### config.mk
export PLATFORM = sky130hd
export DESIGN_NAME = trigger_debounce
export DESIGN_NICKNAME = d
export VERILOG_FILES = /design/src/rtl/trigger_debounce.sv
export SDC_FILE = /design/constraint.sdc
export NUM_CORES = 1
export LEC_CHECK = 0
export ABC_AREA = 1
export CORE_UTILIZATION = 31
export DETAILED_ROUTE_END_ITERATION = 10
export SLEW_MARGIN = 0
export SYNTH_ARGS = -nofsm -noshare
export SYNTH_HDL_FRONTEND = slang
export SYNTH_SLANG_ARGS = --single-unit
### constraint.sdc
create_clock -name clk -period 2.4 [get_ports clk]
set_input_delay 0.48 -clock clk [delete_from_list [all_inputs] [get_ports clk]]
set_output_delay 0.48 -clock clk [all_outputs]
set_load 0.02 [all_outputs]
### src/rtl/trigger_debounce.sv
// Push-button conditioner: two-flop synchroniser, counter-qualified debounce FSM,
// press/release strobes and a wrapping press counter. Define TRIGGER_REPEAT_EN for auto-repeat.
module trigger_debounce #(
    parameter int DEBOUNCE_CYCLES = 16,
    parameter int REPEAT_DELAY    = 256,
    parameter int REPEAT_PERIOD   = 64
) (
    input  logic       clk,
    input  logic       rst,
    input  logic       btn_in,
    output logic       trigger,
    output logic       trigger_pulse,
    output logic       release_pulse,
    output logic [7:0] press_count
);

    localparam int CNT_W = $clog2(DEBOUNCE_CYCLES);
    localparam logic [CNT_W-1:0] CNT_LAST = CNT_W'(DEBOUNCE_CYCLES - 1);

    if (DEBOUNCE_CYCLES < 2 || REPEAT_DELAY < 1 || REPEAT_PERIOD < 1) begin : g_bad_param
        $error("trigger_debounce: illegal parameter value");
    end

    typedef enum logic [1:0] {
        IDLE,
        PRESS_WAIT,
        PRESSED,
        RELEASE_WAIT
    } state_t;

    state_t           state_q, state_d;
    logic [CNT_W-1:0] cnt_q, cnt_d;
    logic             s1_q, s2_q;
    logic             trigger_q, trigger_d;
    logic             tpulse_q, tpulse_d;
    logic             rpulse_q, rpulse_d;
    logic [7:0]       count_q, count_d;

`ifdef TRIGGER_REPEAT_EN
    localparam int RPT_MAX = (REPEAT_DELAY > REPEAT_PERIOD) ? REPEAT_DELAY : REPEAT_PERIOD;
    localparam int RPT_W   = $clog2(RPT_MAX) + 1;
    localparam logic [RPT_W-1:0] RPT_DELAY_LAST  = RPT_W'(REPEAT_DELAY - 1);
    localparam logic [RPT_W-1:0] RPT_PERIOD_LAST = RPT_W'(REPEAT_PERIOD - 1);

    // phase 0 waits out the initial delay, phase 1 runs the repeat period
    logic [RPT_W-1:0] rpt_q, rpt_d;
    logic             phase_q, phase_d;
`endif

    always_ff @(posedge clk) begin
        if (!rst) begin
            s1_q      <= 1'b0;
            s2_q      <= 1'b0;
            state_q   <= IDLE;
            cnt_q     <= '0;
            trigger_q <= 1'b0;
            tpulse_q  <= 1'b0;
            rpulse_q  <= 1'b0;
            count_q   <= 8'd0;
`ifdef TRIGGER_REPEAT_EN
            rpt_q     <= '0;
            phase_q   <= 1'b0;
`endif
        end else begin
            s1_q      <= btn_in;
            s2_q      <= s1_q;
            state_q   <= state_d;
            cnt_q     <= cnt_d;
            trigger_q <= trigger_d;
            tpulse_q  <= tpulse_d;
            rpulse_q  <= rpulse_d;
            count_q   <= count_d;
`ifdef TRIGGER_REPEAT_EN
            rpt_q     <= rpt_d;
            phase_q   <= phase_d;
`endif
        end
    end

    always_comb begin
        state_d  = state_q;
        cnt_d    = cnt_q;
        tpulse_d = 1'b0;
        rpulse_d = 1'b0;
        count_d  = count_q;
`ifdef TRIGGER_REPEAT_EN
        rpt_d    = rpt_q;
        phase_d  = phase_q;
`endif
        unique case (state_q)
            IDLE: begin
                if (s2_q) begin
                    state_d = PRESS_WAIT;
                    cnt_d   = CNT_W'(1);
                end else begin
                    cnt_d = '0;
                end
            end
            PRESS_WAIT: begin
                if (!s2_q) begin
                    state_d = IDLE;
                    cnt_d   = '0;
                end else if (cnt_q == CNT_LAST) begin
                    state_d  = PRESSED;
                    cnt_d    = '0;
                    tpulse_d = 1'b1;
                    count_d  = count_q + 8'd1;
`ifdef TRIGGER_REPEAT_EN
                    rpt_d    = '0;
                    phase_d  = 1'b0;
`endif
                end else begin
                    cnt_d = cnt_q + CNT_W'(1);
                end
            end
            PRESSED: begin
                if (!s2_q) begin
                    state_d = RELEASE_WAIT;
                    cnt_d   = CNT_W'(1);
                end else begin
`ifdef TRIGGER_REPEAT_EN
                    rpt_d = rpt_q + RPT_W'(1);
                    if ((!phase_q && rpt_q == RPT_DELAY_LAST) ||
                        ( phase_q && rpt_q == RPT_PERIOD_LAST)) begin
                        tpulse_d = 1'b1;
                        rpt_d    = '0;
                        phase_d  = 1'b1;
                    end
`endif
                end
            end
            RELEASE_WAIT: begin
                // the repeat timer holds here; it restarts on re-entry to PRESSED
                if (s2_q) begin
                    state_d = PRESSED;
                    cnt_d   = '0;
`ifdef TRIGGER_REPEAT_EN
                    rpt_d   = '0;
                    phase_d = 1'b0;
`endif
                end else if (cnt_q == CNT_LAST) begin
                    state_d  = IDLE;
                    cnt_d    = '0;
                    rpulse_d = 1'b1;
                end else begin
                    cnt_d = cnt_q + CNT_W'(1);
                end
            end
            default: begin
                state_d = IDLE;
                cnt_d   = '0;
            end
        endcase
        trigger_d = (state_d == PRESSED) || (state_d == RELEASE_WAIT);
    end

    assign trigger       = trigger_q;
    assign trigger_pulse = tpulse_q;
    assign release_pulse = rpulse_q;
    assign press_count   = count_q;

endmodule

# [Word-level counts from Yosys, hierarchy flattened]
# Index checks and enable logic that the tools add are counted.
[classes] n_addsub=2 n_eq_ne=7 muxes=14 n_bitwise=2 reduce_logical=5
[ops] operator="2-to-1 mux 4 bit" count=4
[ops] operator="case mux 4 bit (4 select lines)" count=1
[ops] operator="2-to-1 mux 2 bit" count=6
[ops] operator="adder 8 x 1 -> 8 bit (second input constant)" count=1
[ops] operator="== test 2 bit (second input constant)" count=4
[ops] operator="case mux 2 bit (4 select lines)" count=1
[ops] operator="AND reduction 3 bit" count=2
[ops] operator="adder 4 x 1 -> 4 bit (second input constant)" count=1
[ops] operator="== test 4 bit (second input constant)" count=1
[ops] operator="OR reduction 3 bit" count=1
[ops] operator="== test 2 x 1 -> 1 bit (second input constant)" count=1
[ops] operator="zero test 2 bit" count=1
[ops] operator="2-to-1 mux 1 bit" count=2
[ops] operator="inequality test 2 bit (second input constant)" count=1
[ops] operator="inverter 1 bit" count=2
[ops] operator="logical OR 1 bit" count=1
[word_totals] ff_bits=19 output_inout_bits=11

# [Depth between registers and ports, before layout]
# Gate-level depths: netlist of the first run.
[logic_depth] ltp_word=6 mapped_depth=7 mapped_depth_nobuf=7

# [Worst setup path before layout of the first run]
# OpenSTA, ideal clock, no wires.
[synth_timing] path_kind="register to register" start="register count_q[0] (netlist: press_count[0])" end="register count_q[6] (netlist: press_count[6])" setup_time_ns=0.115 arrival_ns=1.194 required_ns=2.285 slack_ns=1.091 stages_incl_launch_ff=7 path_buffers=0 synth_period_minus_slack_ns=1.309 path_cell_list="dfxtp_1 -> ha_1 -> nand2_1 -> nor3b_1 -> nand3_1 -> nand2_1 -> nor2_1"
[synth_between] elab_chain_cells=1
[synth_rtl] element="start: declaration" line_no="37" text="logic [7:0] count_q, count_d;"
[synth_rtl] element="start signal: assignment" line_no="72" text="count_q <= count_d;"
[synth_rtl] element="adder 8 x 1 -> 8 bit" line_no="107" text="count_d = count_q + 8'd1;"
# No other way between the ends.
# A chain may end at the register's enable or synchronous reset.

# [Final worst setup path of the first run]
[layout_timing] start="register count_q[0] (netlist: press_count[0])" end="output port press_count[0]"
[layout_rtl] element="end: declaration" line_no="14" text="output logic [7:0] press_count"
# No word-level cell between the ends.

==> results.md, run 1 <==
- The post-cts repair resize count is 0.
- The worst vdd rail ir drop is 236.7 µV.
- The critical path's slowest cell is sky130_fd_sc_hd__clkdlybuf4s50_1.
- The starting DRC count in detailed routing is 13.
- The flow ran to the end, and the final reports show no timing, DRC or antenna violations.
- The category of the most critical setup path is flip-flop to primary output.
- The worst register-to-register path has a setup slack of 0.96 ns.
- The portion of total power attributed to sequential cells is roughly 60%.
- The hold path depth is 2.
- In this run the number of H-tree levels came out at 1.
- The clock tree from TritonCTS is done.
- Detailed routing inserted a total of 760 vias.
- The final period demand of the worst path is 1.819 ns.
- The synthesized netlist devotes 9.648% of its cell area to compound gates.
- The count of cells along the worst register-to-register path is 6.
- The post-synthesis to final-layout area growth is 23.89%.
- The number of nets in the synthesized netlist is 117.
- Using the TritonRoute via totals, the vias-per-cell ratio works out to 4.810.
- Cells fill approximately 41% of the core in the end.
- The die covers 2845 µm².
- The highest net fanout along the worst path is 5.
- In the layout the commonest cells are sky130_fd_sc_hd__nand2_1, sky130_fd_sc_hd__dfxtp_1, sky130_fd_sc_hd__inv_1, sky130_fd_sc_hd__clkdlybuf4s50_1, sky130_fd_sc_hd__nor2_1.
- The endpoint arrival time on the critical path is 1.34 ns.
- The number of antenna violations at the first check in global routing is 0.
- After clock tree synthesis, the clock-pin slew on the worst setup and hold paths is 0.11 ns.
- The count of final setup violators is 0.
- The main combinational cell family by area after synthesis is simple AND/OR/NAND/NOR gates.
- The global-route wire length before repair is 2780 µm.
- The maximum clock path buffer count is 2.
- The number of global-route vias before repair was a little under 700.
- The kind of cell with the highest combined delay along the critical path is buffers and inverters.
- Dividing the synthesized area by the synthesized cell count gives about 7.3 µm².
- The placement row count is 18.
- Measured along the x axis, the die boundary spans 53.34 µm.
- Walking the worst path, the cells encountered are clkdlybuf4s50_1.
- Of the post-synthesis cell area, the part taken by muxes is 0%.
- The diode insertion count for antenna repair is 0.
- After detailed placement, the total cell area comes to 975.9 µm².
- The class of the tightest hold or removal check is flip-flop to flip-flop.
- Hold repair after CTS inserted 0 buffers.
- The core footprint is 2477 µm².
- The analysis attributes to cell leakage a power of a little over 0.4 nW.
- The stage delay of the slowest cell on the critical path is around 0.63 ns.
- For this design the top-level I/O count stands at 14.
- The clock network burns 37.1% of the power.
- The accumulated negative setup slack is 0 ns.
- The number of port buffers is 13.
- The critical path launch point type is a flip-flop.
- For this design, the sink count on the clock tree is 18.
- After Yosys synthesis, full adders, half adders and majority gates account for 3.063% of the synthesized area.
- The hold violation total from the final report is 0.
- The final count of pins violating max slew is 0.
- The first detailed-routing pass took 4 iterations.
- Cells with a size suffix above 1 make up 5.469% of the layout.
- After synthesis the netlist holds a flip-flop and latch count of 18.
- The synthesized netlist devotes 31.70% of its cell area to simple gates.
- Net switching is 21.37% of the power.
- Once the floorplan was initialized, standard cells occupied between 30 and 40% of the core.
- The cell area that synthesis handed to floorplanning was 817.0 µm².
- The count of max-cap constraint violations is 0.
- The final layout contains routed wiring with a total length of 1572 µm.
- Cell internal power was estimated by the tool at 0.4009 mW.
- From bottom edge to top edge, the die measures 53.34 µm.
- STA puts the critical path data required time at between 1.5 and 2 ns.
- For this run, the post-layout net count is 134.
- Summed over all nets, the switching power comes to 0.1089 mW.
- The share of the clock period used by the worst path is 75.79%.
- The detail route stage leaves a number of antenna-violating nets equal to 0.
- The later pin in the worst-skew pair is clocked with a latency of ~0.30 ns.
- Measured against its own limit, the worst slew margin works out to 71.64%.
- Setup repair after global routing left no endpoint under its margin.
- The all-layer global routing usage is 13.82%.
- The library cell used most frequently in the layout, excluding fill and tap cells, is sky130_fd_sc_hd__nand2_1.
- The critical path buffer and inverter count is 1.
- After legalization and detailed placement, the total HPWL measured approximately 1200 µm.
- For this run, design rule violations remaining after detail routing come to 0.
- The number of clock buffers inserted by TritonCTS is 3.
- The summed area of non-filler cells in the final layout is 1012 µm².
- Of the synthesized area, sequential elements account for 44.10%.
- The total overflow left after global routing is 0.
- The root buffer cell is sky130_fd_sc_hd__clkbuf_4.
- The maximum number of pins on one net before global-route repair is 16.
- Synthesis handed over a netlist of 112 instances.
- The clock arrives with 0.005408 ns of skew.
- At the end of routability-driven placement, the weighted congestion stood at 0.8160.
- The maximum frequency from static timing analysis is 549.8 MHz.
- The number of different library cells in the post-synthesis netlist is 18.
- The count of yosys warnings during synthesis is 0.
- The routed wire length per instance is 9.949 µm.
- The nature of the critical path endpoint is a primary output.
- In this run the power density over the cells is roughly 500 nW/µm².
- Of the total synthesized cell area, the portion taken by XOR and XNOR cells is 2.144%.
- The transition time at the pin with the least slew margin is 0.4222 ns.
- The total number of cells along the worst setup path is 1.
- In this run the post-CTS setup repair buffer count came out at 0.
- The combinational group share of total power is ~3.4%.
## flip-flops by register name (all words and copies together), names as in the netlist
signal and cells:
trigger_pulse 1, press_count 8, state_q 2, release_pulse 1, cnt_q 4, s2_q 1, s1_q 1
## worst paths after layout
check                               from                           to
min                      s1_q$_SDFF_PN0_              s2_q$_SDFF_PN0_
max reg2reg        cnt_q[0]$_SDFFE_PN0P_  press_count[1]$_SDFFE_PN0P_
max          press_count[0]$_SDFFE_PN0P_               press_count[0]
min reg2reg              s1_q$_SDFF_PN0_              s2_q$_SDFF_PN0_
## power by group through the flow
| stage | Clock [mW] | Sequential, mW | Combinational [mW] |
|---|---|---|---|
| after floorplan | 0 | 0.309 | 0.0102 |
| after global placement | 0 | 0.310 | 0.0170 |
| after detailed placement | 0 | 0.310 | 0.0173 |
| after CTS | 0.197 | 0.303 | 0.0173 |
| after global routing | 0.214 | 0.304 | 0.0198 |
| final | 0.189 | 0.303 | 0.0171 |
## tightest hold or removal path, delay by kind of cell (launching register included)
kind | cells | cell delay, ns
AND/OR/NAND/NOR | 1 | 0.05
flip-flops | 1 | 0.31
buffers and inverters | 1 | 0.03
## per-stage QoR
stage | cells | worst slack (ns) | hold WS [ns] | total power, mW
2_1_floorplan | 112 | 1.091 | 0.3905 | 0.3197
3_3_place_gp | 154 | 0.8397 | 0.4009 | 0.3272
3_5_place_dp | 154 | 0.8076 | 0.4060 | 0.3275
4_1_cts | 158 | 0.5656 | 0.4291 | 0.5180
5_1_grt | 158 | 0.4918 | 0.4592 | 0.5377
6_report | 158 | 0.5811 | 0.4251 | 0.5098
## layout make-up
type / count / area [µm²]
clock buffers: 4 / 36.28
well taps: 30 / 37.54
multi-input cells: 76 / 380.4
repair buffers: 14 / 137.6
flip-flops and latches: 18 / 360.3
fillers: 270 / 1465
inverters: 16 / 60.06
## per-layer routing
layer  share of wire (%)  wire [µm]  up-vias  global-route usage, %
li1                    -          -      399                      -
met1                  50        779      344                  18.07
met2                  45        702       15                  19.79
met3                 4.8         75        2                  5.460
met4                0.89         14        0                  5.702
met5                   0          0        -                      0
## cell usage after synthesis
| cell | n | area (µm²) |
|---|---|---|
| sky130_fd_sc_hd__ha_1 | 2 | 25.02 |
| sky130_fd_sc_hd__nand3_2 | 1 | 10.01 |
| sky130_fd_sc_hd__o21a_1 | 1 | 7.510 |
| sky130_fd_sc_hd__dfxtp_1 | 18 | 360.4 |
| sky130_fd_sc_hd__xor2_1 | 2 | 17.52 |
| sky130_fd_sc_hd__a21oi_1 | 9 | 45.04 |
| sky130_fd_sc_hd__nor3_1 | 2 | 10.01 |
| sky130_fd_sc_hd__o21ai_0 | 4 | 20.02 |
| sky130_fd_sc_hd__nand4_1 | 5 | 31.28 |
| sky130_fd_sc_hd__buf_2 | 1 | 5.000 |
| sky130_fd_sc_hd__o22ai_1 | 1 | 6.260 |
| sky130_fd_sc_hd__nor2_1 | 12 | 45.04 |
| sky130_fd_sc_hd__buf_6 | 1 | 11.26 |
| sky130_fd_sc_hd__inv_1 | 16 | 60.06 |
| sky130_fd_sc_hd__nor2_4 | 1 | 11.26 |
| sky130_fd_sc_hd__nand2_1 | 25 | 93.84 |
| sky130_fd_sc_hd__nand3_1 | 10 | 50.05 |
| sky130_fd_sc_hd__nor3b_1 | 1 | 7.510 |
## cell families (layout without fill, tap and decap cells)
kind of cell             count (synthesis)  in the layout
AND/OR/NAND/NOR                         57             57
buffers and inverters                   18             34
adder cells (fa/ha/maj)                  2              2
AO/OA/AOI/OAI                           15             15
flip-flops                              18             18
XOR/XNOR                                 2              2
Note: power is estimated with default switching activity, not from simulation.
==> run 2: changes to the inputs <==
==> constraint.sdc (replaced) <==
create_clock -name clk -period 1.8 [get_ports clk]
set_input_delay 0.36 -clock clk [delete_from_list [all_inputs] [get_ports clk]]
set_output_delay 0.36 -clock clk [all_outputs]
set_load 0.02 [all_outputs]
==> run 2 against run 1 <==
Net effect:
- via count up 0.66%
- critical endpoint unchanged
- total power up 22%
- clock skew down 0.0018 ns
- register-to-register slack worse by 0.61 ns
- largest cell class unchanged
- global-route usage down 0.83 points
- core utilization down 0.56 points
- flip-flop and latch count unchanged
- clock power about the same
==> results.md, run 2 (synthesis gave the netlist of run 1 again) <==
- The flow ran to the end, and the final reports show no timing, DRC or antenna violations.
- The final count of pins violating max slew is 0.
- In the post-route analysis, the smallest setup slack over all paths is ~0.12 ns.
- The library cell used most frequently in the layout, excluding fill and tap cells, is sky130_fd_sc_hd__nand2_1.
- At the pin with the least slew margin, the transition time is 0.4945 ns.
- Routability-driven placement finished with a final weighted congestion of 0.8308.
- The number of routed nets with antenna violations is 0.
- OpenSTA, run right after detailed placement, puts the worst setup slack at roughly 0.38 ns.
- The H-tree depth is 1.
- The finished cells cover 998.5 µm².
- The cell family contributing the most delay on the critical path is buffers and inverters.
- The startpoint identified for the worst hold timing path is s1_q$_SDFF_PN0_.
- The maximum frequency from static timing analysis is a little under 600 MHz.
- The number of antenna diodes in the final layout is 0.
- The remaining max-slew budget at the tightest pin is 66.78%.
- Of the total power, combinational logic draws 3.8%.
- The cell area after placement is 975.9 µm².
- The worst path uses 93.48% of the clock period.
- The core footprint is 2477 µm².
- In the final timing run, aggregate negative setup slack is 0 ns.
- Of all nets on the critical path, the largest fanout is 5.
- The portion of total power attributed to sequential cells is 65.2%.
- Dividing the detail-routed via count by the number of cells gives 4.873.
- Walking the worst path, the cells encountered are clkdlybuf4s50_1.
- For this design the ratio of total power to cell area is 621.0 nW/µm².
- The all-layer global routing usage is between 10% and 20%.
- Counting I/O delays and the setup requirement, the final critical path takes 1.683 ns.
- The first-pass detailed-route iteration total is 4.
- The routed design has 1623 µm of wire.
- The switching power of the nets is around 0.13 mW.
- Measured along the x axis, the die boundary spans 53.34 µm.
- For hold timing, the worst endpoint is s2_q$_SDFF_PN0_.
- The slack of the worst reg-to-reg path is about 0.35 ns.
- In the final design database the tool counted 134 nets.
- For this run, design rule violations remaining after detail routing come to 0.
- In this run the deepest clock path goes through 2 buffers.
- Setup repair after global routing left no endpoint under its margin.
- The hold path depth is 2.
- The post-cts repair resize count is 0.
- In this run the vertical extent of the chip is 53.34 µm.
- The path class of the tightest hold or removal check is flip-flop to flip-flop.
- The later pin in the worst-skew pair is clocked with a latency of about 0.28 ns.
- The global-route wire length before repair is 2656 µm.
- The tightest hold path in the finished design has a slack of 0.4265 ns.
- Summing internal, switching and leakage power gives 0.6200 mW.
- Setup violations remaining at the end of the flow were counted as 0.
- The clock tree from TritonCTS is done.
- The die area is roughly 2800 µm².
- STA puts the critical path data arrival time at 1.32 ns.
- In this run the clock root is driven by a sky130_fd_sc_hd__clkbuf_4.
- In the final routed layout, each cell accounts on average for just over 10 µm.
- The leakage power is 0.3986 nW.
- The post-route netlist has 4.724% of its cells at a drive strength greater than 1.
- The hold violation total from the final report was 0.
- The number of antenna violations at the first check in global routing is 0.
- The clock network power share is roughly 31%.
- Entering global routing, the biggest net connects 16 pins.
- The sink count of the clock tree is 18.
- Detailed placement finished with a half-perimeter wire length of 1168 µm.
- The largest individual stage delay along the critical path comes from the cell sky130_fd_sc_hd__clkdlybuf4s50_1.
- In this run the core area contains 18 standard-cell rows.
- The switching portion of total power is a little over a fifth.
- The critical path buffer and inverter count is 1.
- The final setup skew is 0.003561 ns.
- The category of the most critical setup path is flip-flop to primary output.
- Relative to the synthesized area, the layout overhead comes to 22.21%.
- 14 I/O pins were placed.
- The critical path launch point type is a flip-flop.
- The number of hold buffers added after CTS was 0.
- The top cell types in the final layout, fill and taps aside, are sky130_fd_sc_hd__nand2_1, sky130_fd_sc_hd__dfxtp_1, sky130_fd_sc_hd__inv_1, sky130_fd_sc_hd__clkdlybuf4s50_1, sky130_fd_sc_hd__nor2_1.
- The sum of overflow across all layers after global routing is 0.
- The worst vdd rail ir drop is 492.3 µV.
- The detailed router placed 765 vias in this run.
- The internal power summed over all cells is 0.4888 mW.
- The share of the core filled with cells is 40.30%.
- The post-CTS setup repair buffer count is 0.
- The count of max-cap constraint violations is 0.
- Buffers inserted during clock tree synthesis total 3.
- In this run the tool buffered the top-level ports with 13 buffer cells.
- The number of global-route vias before repair is 640.
- The number of cells on the worst reg-to-reg path is 6.
- In this run the critical register-to-register path is launched from cnt_q[0]$_SDFFE_PN0P_.
- The clock-pin transition on the worst setup and hold timing paths is 0.10 ns.
- The initial standard-cell utilization of the core is 32.98%.
- In this run the number of cells on the critical path is 1.
- The worst setup path is captured at a primary output.
- The stage delay of the slowest cell on the critical path is 0.63 ns.
- The register with the most flip-flops in the layout has 8 of them.
- The post-placement cell count is about 150.
- The endpoint of the worst-slack reg-to-reg timing path is press_count[1]$_SDFFE_PN0P_.
- The count of non-filler cells in the finished layout is 157.
- The required arrival time at the worst endpoint is between 1 and 1.5 ns.
- The starting DRC count in detailed routing is 19.
## run 2: cell count changes in the layout (fill, tap and decap cells not counted)
cell / change
sky130_fd_sc_hd__clkbuf_8: -1
## run 2: per-layer routing
metal	vias up	part of all wire, %	track usage (%)
met3	2	4.4	3.736
li1	394	-	-
met4	0	0.43	5.263
met2	19	46	21.25
met5	-	0	0
met1	350	49	15.66
## run 2: worst register-to-register path, delay by kind of cell (launching register included)
kind	cells	cell delay (ns)
and+or+nand+nor	4	0.60
adders and majority gates	1	0.25
buffers and inverters	1	0.13
DFF	1	0.37
## run 2: how the worst max path moves through the flow
stage,slack (ns),from,endpoint
after floorplan,0.49,press_count[0]$_SDFFE_PN0P_,press_count[6]$_SDFFE_PN0P_
after detailed placement,0.38,cnt_q[0]$_SDFFE_PN0P_,press_count[1]$_SDFFE_PN0P_
final,0.12,press_count[0]$_SDFFE_PN0P_,press_count[0]
after CTS,0.10,press_count[5]$_SDFFE_PN0P_,press_count[5]
after global routing,0.04,state_q[1]$_SDFF_PN0_,trigger
after global placement,0.41,rst,cnt_q[0]$_SDFFE_PN0P_
## run 2: power groups by stage
| stage | logic (mW) | clock network [mW] | registers (mW) |
|---|---|---|---|
| 3_3_place_gp | 0.0233 | 0 | 0.413 |
| 4_1_cts | 0.0235 | 0.204 | 0.404 |
| 5_1_grt | 0.0266 | 0.226 | 0.405 |
| 6_report | 0.0235 | 0.192 | 0.404 |
| 2_1_floorplan | 0.0136 | 0 | 0.413 |
| 3_5_place_dp | 0.0234 | 0 | 0.413 |
## run 2: area by class of cell
cell class / instances / area, µm²
Inverter: 16 / 60.06
Tap cell: 30 / 37.54
Fill cell: 259 / 1479
Clock buffer: 3 / 22.52
Timing Repair Buffer: 14 / 137.6
Sequential cell: 18 / 360.3
Multi-Input combinational cell: 76 / 380.4
==> run 3: changes to the inputs <==
--- a/config.mk
+++ b/config.mk
@@ -12,3 +12,4 @@
 export SYNTH_ARGS = -nofsm -noshare
 export SYNTH_HDL_FRONTEND = slang
 export SYNTH_SLANG_ARGS = --single-unit
+export TNS_END_PERCENT = 100
==> results of run 3 <==
The final DEF is identical to that of run 2; final timing and power are the same.
